### src/rtl/ram_arbiter.sv
// Two-port (CPU / program loader) arbiter onto a single synchronous RAM port.
// Define RAM_ARB_ROUND_ROBIN_EN for round-robin; default is fixed CPU priority.
module ram_arbiter #(
  parameter int unsigned ADDR_W = 9,
  parameter int unsigned DATA_W = 32
) (
  input  logic              clock,
  input  logic              clear,

  input  logic              cpu_req,
  input  logic              cpu_we,
  input  logic [ADDR_W-1:0] cpu_addr,
  input  logic [DATA_W-1:0] cpu_wdata,
  output logic              cpu_grant,
  output logic              cpu_done,
  output logic [DATA_W-1:0] cpu_rdata,

  input  logic              ld_req,
  input  logic              ld_we,
  input  logic [ADDR_W-1:0] ld_addr,
  input  logic [DATA_W-1:0] ld_wdata,
  output logic              ld_grant,
  output logic              ld_done,
  output logic [DATA_W-1:0] ld_rdata,

  output logic              ram_read,
  output logic              ram_write,
  output logic [ADDR_W-1:0] ram_address,
  output logic [DATA_W-1:0] ram_data_in,
  input  logic [DATA_W-1:0] ram_data_out,

  output logic              busy
);

  typedef enum logic [1:0] {
    IDLE,
    ACCESS,
    COMPLETE
  } state_e;

  state_e            state_q, state_d;
  logic              win_ld_q, win_ld_d;
  logic              we_q, we_d;
  logic [ADDR_W-1:0] addr_q, addr_d;
  logic [DATA_W-1:0] wdata_q, wdata_d;
  logic [DATA_W-1:0] cpu_rdata_q, cpu_rdata_d;
  logic [DATA_W-1:0] ld_rdata_q, ld_rdata_d;
  logic              pick_ld;

`ifdef RAM_ARB_ROUND_ROBIN_EN
  logic last_ld_q, last_ld_d;

  // Loader wins a tie only when the CPU was served last.
  assign pick_ld = ld_req & (~cpu_req | ~last_ld_q);

  always_comb begin
    last_ld_d = last_ld_q;
    if (state_q == COMPLETE) last_ld_d = win_ld_q;
  end

  always_ff @(posedge clock) begin
    if (clear) last_ld_q <= 1'b1;
    else       last_ld_q <= last_ld_d;
  end
`else
  assign pick_ld = ld_req & ~cpu_req;
`endif

  always_ff @(posedge clock) begin
    if (clear) begin
      state_q     <= IDLE;
      win_ld_q    <= 1'b0;
      we_q        <= 1'b0;
      addr_q      <= '0;
      wdata_q     <= '0;
      cpu_rdata_q <= '0;
      ld_rdata_q  <= '0;
    end else begin
      state_q     <= state_d;
      win_ld_q    <= win_ld_d;
      we_q        <= we_d;
      addr_q      <= addr_d;
      wdata_q     <= wdata_d;
      cpu_rdata_q <= cpu_rdata_d;
      ld_rdata_q  <= ld_rdata_d;
    end
  end

  always_comb begin
    state_d     = state_q;
    win_ld_d    = win_ld_q;
    we_d        = we_q;
    addr_d      = addr_q;
    wdata_d     = wdata_q;
    cpu_rdata_d = cpu_rdata_q;
    ld_rdata_d  = ld_rdata_q;
    ram_read    = 1'b0;
    ram_write   = 1'b0;
    ram_data_in = '0;
    cpu_done    = 1'b0;
    ld_done     = 1'b0;
    cpu_rdata   = cpu_rdata_q;
    ld_rdata    = ld_rdata_q;

    case (state_q)
      IDLE: begin
        if (cpu_req | ld_req) begin
          state_d  = ACCESS;
          win_ld_d = pick_ld;
          we_d     = pick_ld ? ld_we    : cpu_we;
          addr_d   = pick_ld ? ld_addr  : cpu_addr;
          wdata_d  = pick_ld ? ld_wdata : cpu_wdata;
        end
      end
      ACCESS: begin
        ram_read    = ~we_q;
        ram_write   = we_q;
        ram_data_in = wdata_q;
        state_d     = COMPLETE;
      end
      COMPLETE: begin
        state_d  = IDLE;
        cpu_done = ~win_ld_q;
        ld_done  = win_ld_q;
        // RAM data arrives this cycle; forward it so rdata is valid alongside done.
        if (!we_q) begin
          if (win_ld_q) begin
            ld_rdata_d = ram_data_out;
            ld_rdata   = ram_data_out;
          end else begin
            cpu_rdata_d = ram_data_out;
            cpu_rdata   = ram_data_out;
          end
        end
      end
      default: state_d = IDLE;
    endcase
  end

  assign busy        = (state_q != IDLE);
  assign cpu_grant   = busy & ~win_ld_q;
  assign ld_grant    = busy & win_ld_q;
  assign ram_address = addr_q;

endmodule
### config.mk
export PLATFORM = sky130hd
export DESIGN_NAME = ram_arbiter
export DESIGN_NICKNAME = d
export VERILOG_FILES = /design/src/rtl/ram_arbiter.sv
export SDC_FILE = /design/constraint.sdc
export NUM_CORES = 1
export LEC_CHECK = 0
export ABC_AREA = 1
export ABC_CLOCK_PERIOD_IN_PS = 3200
export BUFFER_PORTS_ARGS = -buffer_cell sky130_fd_sc_hd__buf_2
export CAP_MARGIN = 20
export CORE_MARGIN = 5
export CORE_UTILIZATION = 45
export DETAILED_ROUTE_END_ITERATION = 12
export GPL_TIMING_DRIVEN = 0
export PLACE_DENSITY = 0.75
export SLEW_MARGIN = 20
export SYNTH_ARGS = -nofsm -noshare
export SYNTH_HDL_FRONTEND = slang
export SYNTH_SLANG_ARGS = --single-unit
### constraint.sdc
create_clock -name clock -period 3.2 [get_ports clock]
set_clock_uncertainty 0.2 [all_clocks]
set_input_delay 0.16 -clock clock [delete_from_list [all_inputs] [get_ports clock]]
set_output_delay 0.16 -clock clock [all_outputs]
set_load 0.02 [all_outputs]
# [Word level (Yosys, flattened, before mapping)]
# Index checks and enable logic that the tools add are counted.
[totals] inputBits=120 out_inout_bits=112 wordCells=36 ff_bits=109
[op_classes] reduce_logical=3 mux=16 bitwise_logic=7 eq_ne=3
[ops] op="$mux W32" count=8
[ops] op="$mux W9" count=1
[ops] op="$mux W1" count=5
[ops] op="$pmux W2 S2" count=1
[ops] op="$and A1 B1 Y1" count=3
[ops] op="$not A1 Y1" count=3
[ops] op="$eq A2 B1 Y1 const B" count=1
[ops] op="$eq A2 B2 Y1 const B" count=1
[ops] op="$logic_not A2 Y1" count=1
[ops] op="$mux W2" count=1
[ops] op="$ne A2 B2 Y1 const B" count=1
[ops] op="$reduce_and A2 Y1" count=1
[ops] op="$reduce_bool A2 Y1" count=1
[ops] op="$or A1 B1 Y1" count=1

# [Depth between registers and ports, before layout]
# Gate-level depths: netlist of run 1.
[depth] depth_word=3 depth_mapped=8 mapped_depth_nobuf=6

# [Least setup slack after synthesis of run 1]
# No wires, ideal clock.
[synth_timing] path_kind="register to output" start="register state_q[1]" end="output cpu_done" stages_incl_launch_ff=7 path_buffers=2 required_time_ps=2840 arrival_ps=1185 setup_slack_ps=1655 path_cell_list="dfxtp_1 > inv_1 > nor2_2 > buf_2 > buf_2 > inv_1 > nor2_1"
[synth_between] elab_chain_len=2
[synth_rtl] item="start, declared" line="41" rtl="state_e state_q, state_d;"
[synth_rtl] item="start signal, assigned" line="79" rtl="state_q <= state_d;"
[synth_rtl] item="$eq A2 B2 Y1" line="105" rtl="case (state_q)"
[synth_rtl] item="$mux W1" line="105"
[synth_rtl] item="end, declared" line="15" rtl="output logic cpu_done,"
# Every way passes these cells.

# [Final worst setup path of run 1]
[layout_timing] start="register win_ld_q" end="output cpu_rdata[21]"
[layout_between] elab_chain_len=3
[layout_rtl] item="start, declared" line="42" rtl="logic win_ld_q, win_ld_d;"
[layout_rtl] item="start signal, assigned" line="80" rtl="win_ld_q <= win_ld_d;"
[layout_rtl] item="$mux W32" line="127" rtl="if (win_ld_q) begin"
[layout_rtl] item="$mux W32" line="126" rtl="if (!we_q) begin"
[layout_rtl] item="$mux W32" line="105"
[layout_rtl] item="end, declared" line="16" rtl="output logic [DATA_W-1:0] cpu_rdata,"
# Every way passes these cells.

==> run metrics, run 1 <==
outcome finished, final reports clean; post-synth top area share 36.6%; Critical-path top delay cell clkbuf_1; crit path launch type flip-flop; vias in the first global route 7094; Inst Count DP 1434; Reg2Reg Depth 7; post-placement cell area 7330 um^2; Hold Path Depth 5; Buf/Inv on CP 5; Routability Congestion 0.849; DRC 0; register bit count reported by yosys 109; Synth Net Count 1149; delay-heaviest family, CP buffers and inverters; RSZ-0062 raised after global routing no; Synth cell types 14; CTS sink cnt 109; 1st-pass router iterations 8; worst stage delay on the critical path 0.48 ns; sequential power share 40.0%; postcts setup bufs 0; TritonCTS buffer count 9; Syn Inst Count 1029; Tmin final 2.42 ns; Clk pin slew, worst setup/hold paths 0.07 ns; max-cap viol count 0; Iter 0 DRT Violations 474; Routed Wire Length 20400 um; Final Max Tran Viols 0; worst slew pin tran 0.580 ns; Die H 125 um; CORE AREA 13100 um^2; antenna violations before repair 0; Setup crit end kind output pin; switching pwr 1.14 mW; Mapped Avg Cell Area 5.79 um^2; Layout area overhead 45.8%; DR vias 7265; Cell Int Power 2.54 mW; ant diodes 0; Max Clk Rate 0.413 GHz; CP dominant cell by count buf_2; CP required 2.84 ns; CP Depth 7; P per Cell Area 423 nW/um^2; Worst-Skew Late Latency 0.35 ns; Syn. warnings 0; post-synthesis sequential area ratio 36.6%; Layout Nets 1493; Hold Violations, Final 0; CTS resizes 0; share of layout cells above drive strength 1 20.8%; worst hold path type in2reg; fillcell total 1192; Switching Share 30.9%; Via density 4.68; final core occ 66.1%; setup TNS 0 ns; Crit Path Max Fanout 10; H-tree levels 3; crit share post-route 75.7%; Combinational Power Share 27.3%; root buffer cell clkbuf_16; crit path DAT 2.06 ns; # rows 42; GR Overflow Total 0; io pins 232; final setup fails 0; worst path cell trace buf_2 -> inv_2 -> clkbuf_1 -> nand4_1 -> nand2_1 -> inv_1 -> buf_2; largest net degree at the start of global routing 17; Detail Route Antenna Nets 0; clk buf depth 2; initial core utilization 45.4%; final instance area 8690 um^2; port bufs 229; Die W 125 um; Synth area leaders dfxtp_1 37%, inv_1 16%, nor2_1 15%, nand2_1 14%, nand3_1 7.2%; TritonCTS clock tree done; dpl hpwl 13700 um; Clk network pwr share 32.7%; drt wl/cell 13.1 um; worst hold margin 0.00540 ns; Worst IR Drop VDD 0.000226 V; global-route usage over all layers 25.6%; Max transition margin 61.3%; non-filler cells, final 1554; Leakage Power 5.39 nW; die area 15600 um^2; largest area contributor in the netlist dfxtp_1; global-route wire length before repair 33300 um; mapped cell area 5960 um^2; critical path class reg2out
-- flip-flops by register name, summed over array words and instances (netlist names) --
name,cells
ld_rdata_q,32
ram_address,9
win_ld_q,1
we_q,1
wdata_q,32
state_q,2
cpu_rdata_q,32
-- cell usage after synthesis, drive strengths merged --
master	number
dfxtp	109
inv	250
nor2	233
clkinv	1
nand2	217
clkbuf	31
nand4	64
nand3	86
buf	37
a21oi	1
-- routing by layer --
metal | wire (um) | global-route usage [%] | vias to the layer above
li1 | - | - | 3695
met1 | 8190 | 29.1 | 3196
met2 | 9840 | 45.6 | 307
met3 | 1590 | 6.44 | 67
met4 | 758 | 10.4 | 0
met5 | 0 | 0 | -
-- cell type report --
cell class | count | area (um^2) | share of cell area (%)
clock buffer | 14 | 284 | 3.27
sequential | 109 | 2180 | 25.1
inverter | 251 | 942 | 10.8
clock inverter | 2 | 38.8 | 0.446
timing repair buffer | 333 | 2190 | 25.2
buffer | 68 | 300 | 3.46
tap | 176 | 220 | 2.53
multi-input combinational | 601 | 2530 | 29.2
-- power groups by stage --
stage | clock [mW] | combinational (mW) | sequential, mW
6_report | 1.20 | 1.00 | 1.47
5_1_grt | 1.27 | 1.12 | 1.48
4_1_cts | 1.21 | 0.983 | 1.47
3_5_place_dp | 0 | 0.844 | 1.50
3_3_place_gp | 0 | 0.837 | 1.50
2_1_floorplan | 0 | 0.545 | 1.51
-- logic make-up after synthesis --
logic type	synth area share [%]
AOI/OAI and AO/OA	0.0839
buffers and inverters	20.8
DFF	36.6
and+or+nand+nor	42.5
-- path summary, 6_finish.rpt --
kind	slack (ns)	start	endpoint
worst min-delay path	0.005	ram_data_out[26]	cpu_rdata_q[26]
worst max-delay path	0.78	win_ld_q	cpu_rdata[21]
worst min register to register	0.32	ram_address[0]	ram_address[0]
worst max register to register	1.02	state_q[0]	ram_address[1]
-- layout by cell type (no fill, tap or decap) --
master,netlist,final
buf_1,1,1
clkbuf_1,31,32
clkinv_1,1,1
bufinv_16,0,1
nand2_1,215,215
dfxtp_1,109,109
nor2_2,2,2
clkbuf_8,0,4
nor2_1,231,231
buf_2,36,265
clkinv_4,0,1
dlygate4sd3_1,0,104
nand2_2,2,2
nand4_1,64,64
nand3_1,86,86
inv_1,247,247
a21oi_1,1,1
inv_2,3,3
clkbuf_16,0,9
-- what timing repair did --
action	CTS	global route
endpoints found under the hold margin	76	0
hold buffers	104	0
endpoints found under the setup margin	0	0
-- tightest hold or removal path, delay by kind of cell --
kind          cells  cell delay (ns)
buf+inv           2             0.12
simple gates      3             0.24
-- per-stage QoR --
stage	setup slack, ns	power [mW]
after floorplan	1.65	2.06
after global placement	1.19	2.34
after detailed placement	1.15	2.35
after CTS	0.771	3.66
after global routing	0.648	3.87
final	0.778	3.68
Power figures use the tool's default switching activity.
==> inputs of run 2 (changes only) <==
--- a/config.mk
+++ b/config.mk
@@ -6,14 +6,14 @@
 export NUM_CORES = 1
 export LEC_CHECK = 0
 export ABC_AREA = 1
-export ABC_CLOCK_PERIOD_IN_PS = 3200
+export ABC_CLOCK_PERIOD_IN_PS = 2100
 export BUFFER_PORTS_ARGS = -buffer_cell sky130_fd_sc_hd__buf_2
 export CAP_MARGIN = 20
 export CORE_MARGIN = 5
 export CORE_UTILIZATION = 45
 export DETAILED_ROUTE_END_ITERATION = 12
 export GPL_TIMING_DRIVEN = 0
-export PLACE_DENSITY = 0.75
+export PLACE_DENSITY = 0.78
 export SLEW_MARGIN = 20
 export SYNTH_ARGS = -nofsm -noshare
 export SYNTH_HDL_FRONTEND = slang
==> constraint.sdc (replaced) <==
create_clock -name clock -period 2.1 [get_ports clock]
set_clock_uncertainty 0.2 [all_clocks]
set_input_delay 0.105 -clock clock [delete_from_list [all_inputs] [get_ports clock]]
set_output_delay 0.105 -clock clock [all_outputs]
set_load 0.02 [all_outputs]
==> run 2 against run 1 <==
Effect of this change: count of clock-buffer cells in the layout is 2 lower; power is 52% higher; utilization is 2.6 points higher; sequential power is 53% higher; die area stayed put; critical path depth stayed put; combinational power is 59% higher; wire length is 8.3% higher; global-route usage is 1.4 points higher; non-clock buffer count is 22 higher; via count is 3.9% higher; critical path type unchanged; critical endpoint is now cpu_rdata[0]; largest cell class is now buffers.
==> run metrics, run 2 (synthesis gave the netlist of run 1 again) <==
largest net degree at the start of global routing 17; crit path DAT 1.74 ns; Critical-path top delay cell dfxtp_2; share of layout cells above drive strength 1 22.6%; TritonCTS clock tree done; die area 15600 um^2; Critical Path End cpu_rdata[0]; most frequent cells in the layout 245 x buf_2, 243 x inv_1, 231 x nor2_1; CP required 1.79 ns; total power 5.57 mW; Routability Congestion 0.859; crit share post-route 97.2%; Layout area overhead 51.6%; outcome finished, final reports clean; global-route usage over all layers 26.9%; Cell Int Power 3.79 mW; Top Registers cpu_rdata_q (32), ld_rdata_q (32), wdata_q (32); Detail Route Antenna Nets 0; root buffer cell clkbuf_16; worst slew pin tran 0.510 ns; Routed Wire Length 22100 um; # rows 42; 1st-pass router iterations 5; drt wl/cell 14.0 um; Die H 125 um; worst hold margin 0.120 ns; switching pwr 1.78 mW; max-cap viol count 0; io pins 232; non-filler cells, final 1575; clk buf depth 2; global-route wire length before repair 35300 um; Reg2Reg Launch Point state_q[0]; DR vias 7545; Hold Path Depth 4; P per Cell Area 617 nW/um^2; dpl hpwl 13800 um; Reg2Reg Depth 7; RSZ-0062 raised after global routing yes; commonest non-fill, non-tap cell in the layout buf_2; worst path cell trace inv_2 -> nor2_4 -> clkbuf_2 -> nand4_1 -> nand2_1 -> inv_1 -> buf_2; antenna violations before repair 0; R2R Path End wdata_q[20]; Worst-Skew Late Latency 0.35 ns; Max transition margin 66.0%; crit path launch type flip-flop; CORE AREA 13100 um^2; Clk network pwr share 31.1%; final setup fails 0; Leakage Power 5.49 nW; Setup crit end kind output pin; Iter 0 DRT Violations 560; critical path class reg2out; worst hold path type in2reg; Worst IR Drop VDD 0.000443 V; Tmin final 2.04 ns; CTS sink cnt 109; Switching Share 32.0%; Inst Count DP 1434; vias in the first global route 7263; post-placement cell area 7330 um^2; Worst R2R Setup Slack 0.13 ns; setup TNS 0 ns; Crit. Startpoint state_q[1]; ant diodes 0; final instance area 9030 um^2; Max Clk Rate 0.490 GHz; port bufs 229; GR Overflow Total 0; H-tree levels 3; Layout Nets 1515; Via density 4.79; DRC 0; Hold Violations, Final 0; Combinational Power Share 28.6%; TritonCTS buffer count 9; initial core utilization 45.4%; Clk pin slew, worst setup/hold paths 0.07 ns; Die W 125 um; Crit Path Max Fanout 10; sequential power share 40.3%; Final Max Tran Viols 0; worst stage delay on the critical path 0.33 ns
==> run 2: cell types whose count changed in the layout (fill, tap and decap cells not counted), sizes merged <==
cell	change
clkinvlp	+1
dlygate4sd3	+13
buf	+4
clkbuf	+3
==> run 2: repair_timing <==
item / in CTS / in global routing
buffers inserted: 0 / 7
resized for setup: 19 / 56
gates cloned: 0 / 2
pin swaps: 0 / 5
setup endpoints to repair: 58 / 73
hold endpoints to repair: 106 / 1
hold buffers: 117 / 1
==> run 2: final cells by class <==
class / instances / area [um^2]
Buffer: 68 / 409
Clock buffer: 12 / 246
Clock inverter: 3 / 46.3
Fill cell: 1075 / 4100
Inverter: 251 / 945
Multi-Input combinational cell: 601 / 2570
Sequential cell: 109 / 2180
Tap cell: 176 / 220
Timing Repair Buffer: 355 / 2410
==> run 2: worst max-delay path, delay by kind of cell (launching register included) <==
family | cells | cell delay [ns]
buf+inv | 4 | 0.57
flops | 1 | 0.33
simple gates | 3 | 0.49
==> run 2: routing by layer <==
metal	track usage, %	vias up	wire [um]
li1	-	3756	-
met1	32.3	3294	8780
met2	45.8	425	10500
met3	6.57	70	2030
met4	11.8	0	801
met5	0	-	0
==> run 2: power by group through the flow <==
stage	Clock, mW	Sequential [mW]	Combinational [mW]
global route	1.84	2.26	1.75
CTS	1.75	2.24	1.48
floorplan	0	2.31	0.831
global placement	0	2.29	1.27
finish	1.73	2.25	1.59
detailed placement	0	2.29	1.28
==> run 2: how the worst min path moves through the flow <==
stage,start,to,slack (ns)
finish,clear,wdata_q[12],0.12
global route,clear,ld_rdata_q[1],0.16
detailed placement,cpu_wdata[14],wdata_q[14],0.25
CTS,clear,wdata_q[12],0.11
global placement,ld_wdata[12],wdata_q[12],0.24
floorplan,cpu_addr[0],ram_address[0],0.14
==> run 2: stage by stage <==
step | setup WS, ns | util (%)
floorplan | 0.610 | -
global placement | 0.0972 | 55.8
detailed placement | 0.100 | 55.8
CTS | 0.00169 | 67.2
global route | -0.0200 | 68.8
finish | 0.0589 | 68.8
==> inputs of run 3 (changes only) <==
--- a/config.mk
+++ b/config.mk
@@ -6,14 +6,14 @@
 export NUM_CORES = 1
 export LEC_CHECK = 0
 export ABC_AREA = 1
-export ABC_CLOCK_PERIOD_IN_PS = 2100
+export ABC_CLOCK_PERIOD_IN_PS = 2000
 export BUFFER_PORTS_ARGS = -buffer_cell sky130_fd_sc_hd__buf_2
 export CAP_MARGIN = 20
 export CORE_MARGIN = 5
 export CORE_UTILIZATION = 45
 export DETAILED_ROUTE_END_ITERATION = 12
 export GPL_TIMING_DRIVEN = 0
-export PLACE_DENSITY = 0.78
+export PLACE_DENSITY = 0.75
 export SLEW_MARGIN = 20
 export SYNTH_ARGS = -nofsm -noshare
 export SYNTH_HDL_FRONTEND = slang
==> constraint.sdc (replaced) <==
create_clock -name clock -period 2 [get_ports clock]
set_clock_uncertainty 0.2 [all_clocks]
set_input_delay 0.1 -clock clock [delete_from_list [all_inputs] [get_ports clock]]
set_output_delay 0.1 -clock clock [all_outputs]
set_load 0.02 [all_outputs]
==> run 3 against run 2 <==
Effect of this change: the run now ends with negative setup slack left; count of clock-buffer cells in the layout is 2 higher; first-iteration DRC count is 1.3% lower; non-clock buffer count is 2 higher; setup slack worse by 0.088 ns; via count hardly changed; register-to-register slack worse by 0.02 ns.
==> run metrics, run 3 (synthesis gave the netlist of run 1 again) <==
CTS sink cnt 109; critical path class reg2out; total power 5.97 mW; Crit Path Max Fanout 5; Routability Congestion 0.849; 1st-pass router iterations 5; outcome finished, violations left; root buffer cell clkbuf_16; worst hold margin 0.0902 ns; Leakage Power 5.54 nW; TritonCTS clock tree done; Layout area overhead 53.5%; Max Clk Rate 0.493 GHz; # rows 42; setup TNS -0.0397 ns; Worst-Skew Late Latency 0.35 ns; TritonCTS buffer count 9; Inst Count DP 1434; Worst IR Drop VDD 0.000364 V; Final Max Tran Viols 0; most frequent cells in the layout 244 x inv_1, 242 x buf_2, 231 x nor2_1; GR Overflow Total 0; worst path cell trace nor2_4 -> buf_6 -> buf_8 -> buf_8 -> nand4_1 -> nand2_1 -> inv_1 -> buf_2; final worst slack -0.0292 ns; final instance area 9150 um^2; Max transition margin 64.7%; RSZ-0062 raised after global routing yes; failing checks negative setup slack; drt wl/cell 14.0 um; worst hold path type in2reg; io pins 232; DR vias 7538; antenna violations before repair 1; crit share post-route 101%; Top Registers cpu_rdata_q (32), ld_rdata_q (32), wdata_q (32); Clk pin slew, worst setup/hold paths 0.07 ns; pre-CTS WS 0.0127 ns; worst slew pin tran 0.530 ns; die area 15600 um^2; Tmin final 2.03 ns; CP dominant cell by count buf_8; P per Cell Area 652 nW/um^2; Critical-path top delay cell dfxtp_1; final setup fails 3; largest net degree at the start of global routing 17; initial core utilization 45.4%; post-placement cell area 7330 um^2; Detail Route Antenna Nets 0; max-cap viol count 0; worst stage delay on the critical path 0.34 ns; Layout Nets 1517; fillcell total 1079; global-route wire length before repair 34700 um; Via density 4.77; dpl hpwl 13700 um; CORE AREA 13100 um^2; Die W 125 um; non-filler cells, final 1579; CP required 1.70 ns; port bufs 229; share of layout cells above drive strength 1 22.6%; crit path launch type flip-flop; clk buf depth 2; Setup crit end kind output pin; Iter 0 DRT Violations 553; Die H 125 um; crit path DAT 1.73 ns; Routed Wire Length 22100 um; Hold Violations, Final 0; vias in the first global route 7269; commonest non-fill, non-tap cell in the layout inv_1; global-route usage over all layers 26.7%; final core occ 69.6%; H-tree levels 3; DRC 0; Buf/Inv on CP 5; delay-heaviest family, CP buffers and inverters
run 3: cell type report:
type                       instances  area (um^2)  area share [%]
antenna                            1         2.50          0.0274
buffer                            68          435            4.76
clock buffer                      14          284            3.11
clock inverter                     2         38.8           0.424
inverter                         251          945            10.3
multi-input combinational        601         2560            28.0
sequential                       109         2180            23.9
tap                              176          220            2.41
timing repair buffer             357         2480            27.1
run 3: worst register-to-register path: stages, from the launching register on:
cell and delay (ns):
dfxtp_1 0.34, nor2_1 0.16, buf_2 0.26, nand3_1 0.10
nor2_1 0.11, dlygate4sd3_1 0.57, nor2_1 0.04
run 3: repair_timing:
action / 4_1_cts / 5_1_grt
pin swaps: 0 / 15
resized for setup: 34 / 50
buffers inserted: 2 / 7
hold buffers: 117 / 0
hold endpoints to repair: 106 / 0
setup endpoints to repair: 75 / 75
cloned: 0 / 2
run 3: path summary, 6_finish.rpt:
| path | slack, ns | to | start | depth (start not counted) |
|---|---|---|---|---|
| worst min register to register | 0.32 | ram_address[2] | ram_address[2] | 4 |
| worst max register to register | 0.11 | wdata_q[14] | state_q[0] | 6 |
| worst min-delay path | 0.09 | wdata_q[13] | ld_req | 5 |
| worst max-delay path | -0.03 | cpu_rdata[21] | state_q[0] | 8 |
run 3: routing by layer:
layer  vias to the layer above  part of all wire (%)  global-route usage (%)
li1                       3757                     -                       -
met1                      3312                    38                    30.2
met2                       392                    49                    47.3
met3                        77                   9.0                    6.82
met4                         0                   3.7                    12.4
met5                         -                     0                       0
run 3: power breakdown:
| group | leakage (nW) | total, mW | switching [mW] | internal (mW) |
|---|---|---|---|---|
| logic | 4.49 | 1.69 | 1.01 | 0.682 |
| clock network | 0.159 | 1.92 | 0.809 | 1.11 |
| registers | 0.892 | 2.36 | 0.0437 | 2.31 |
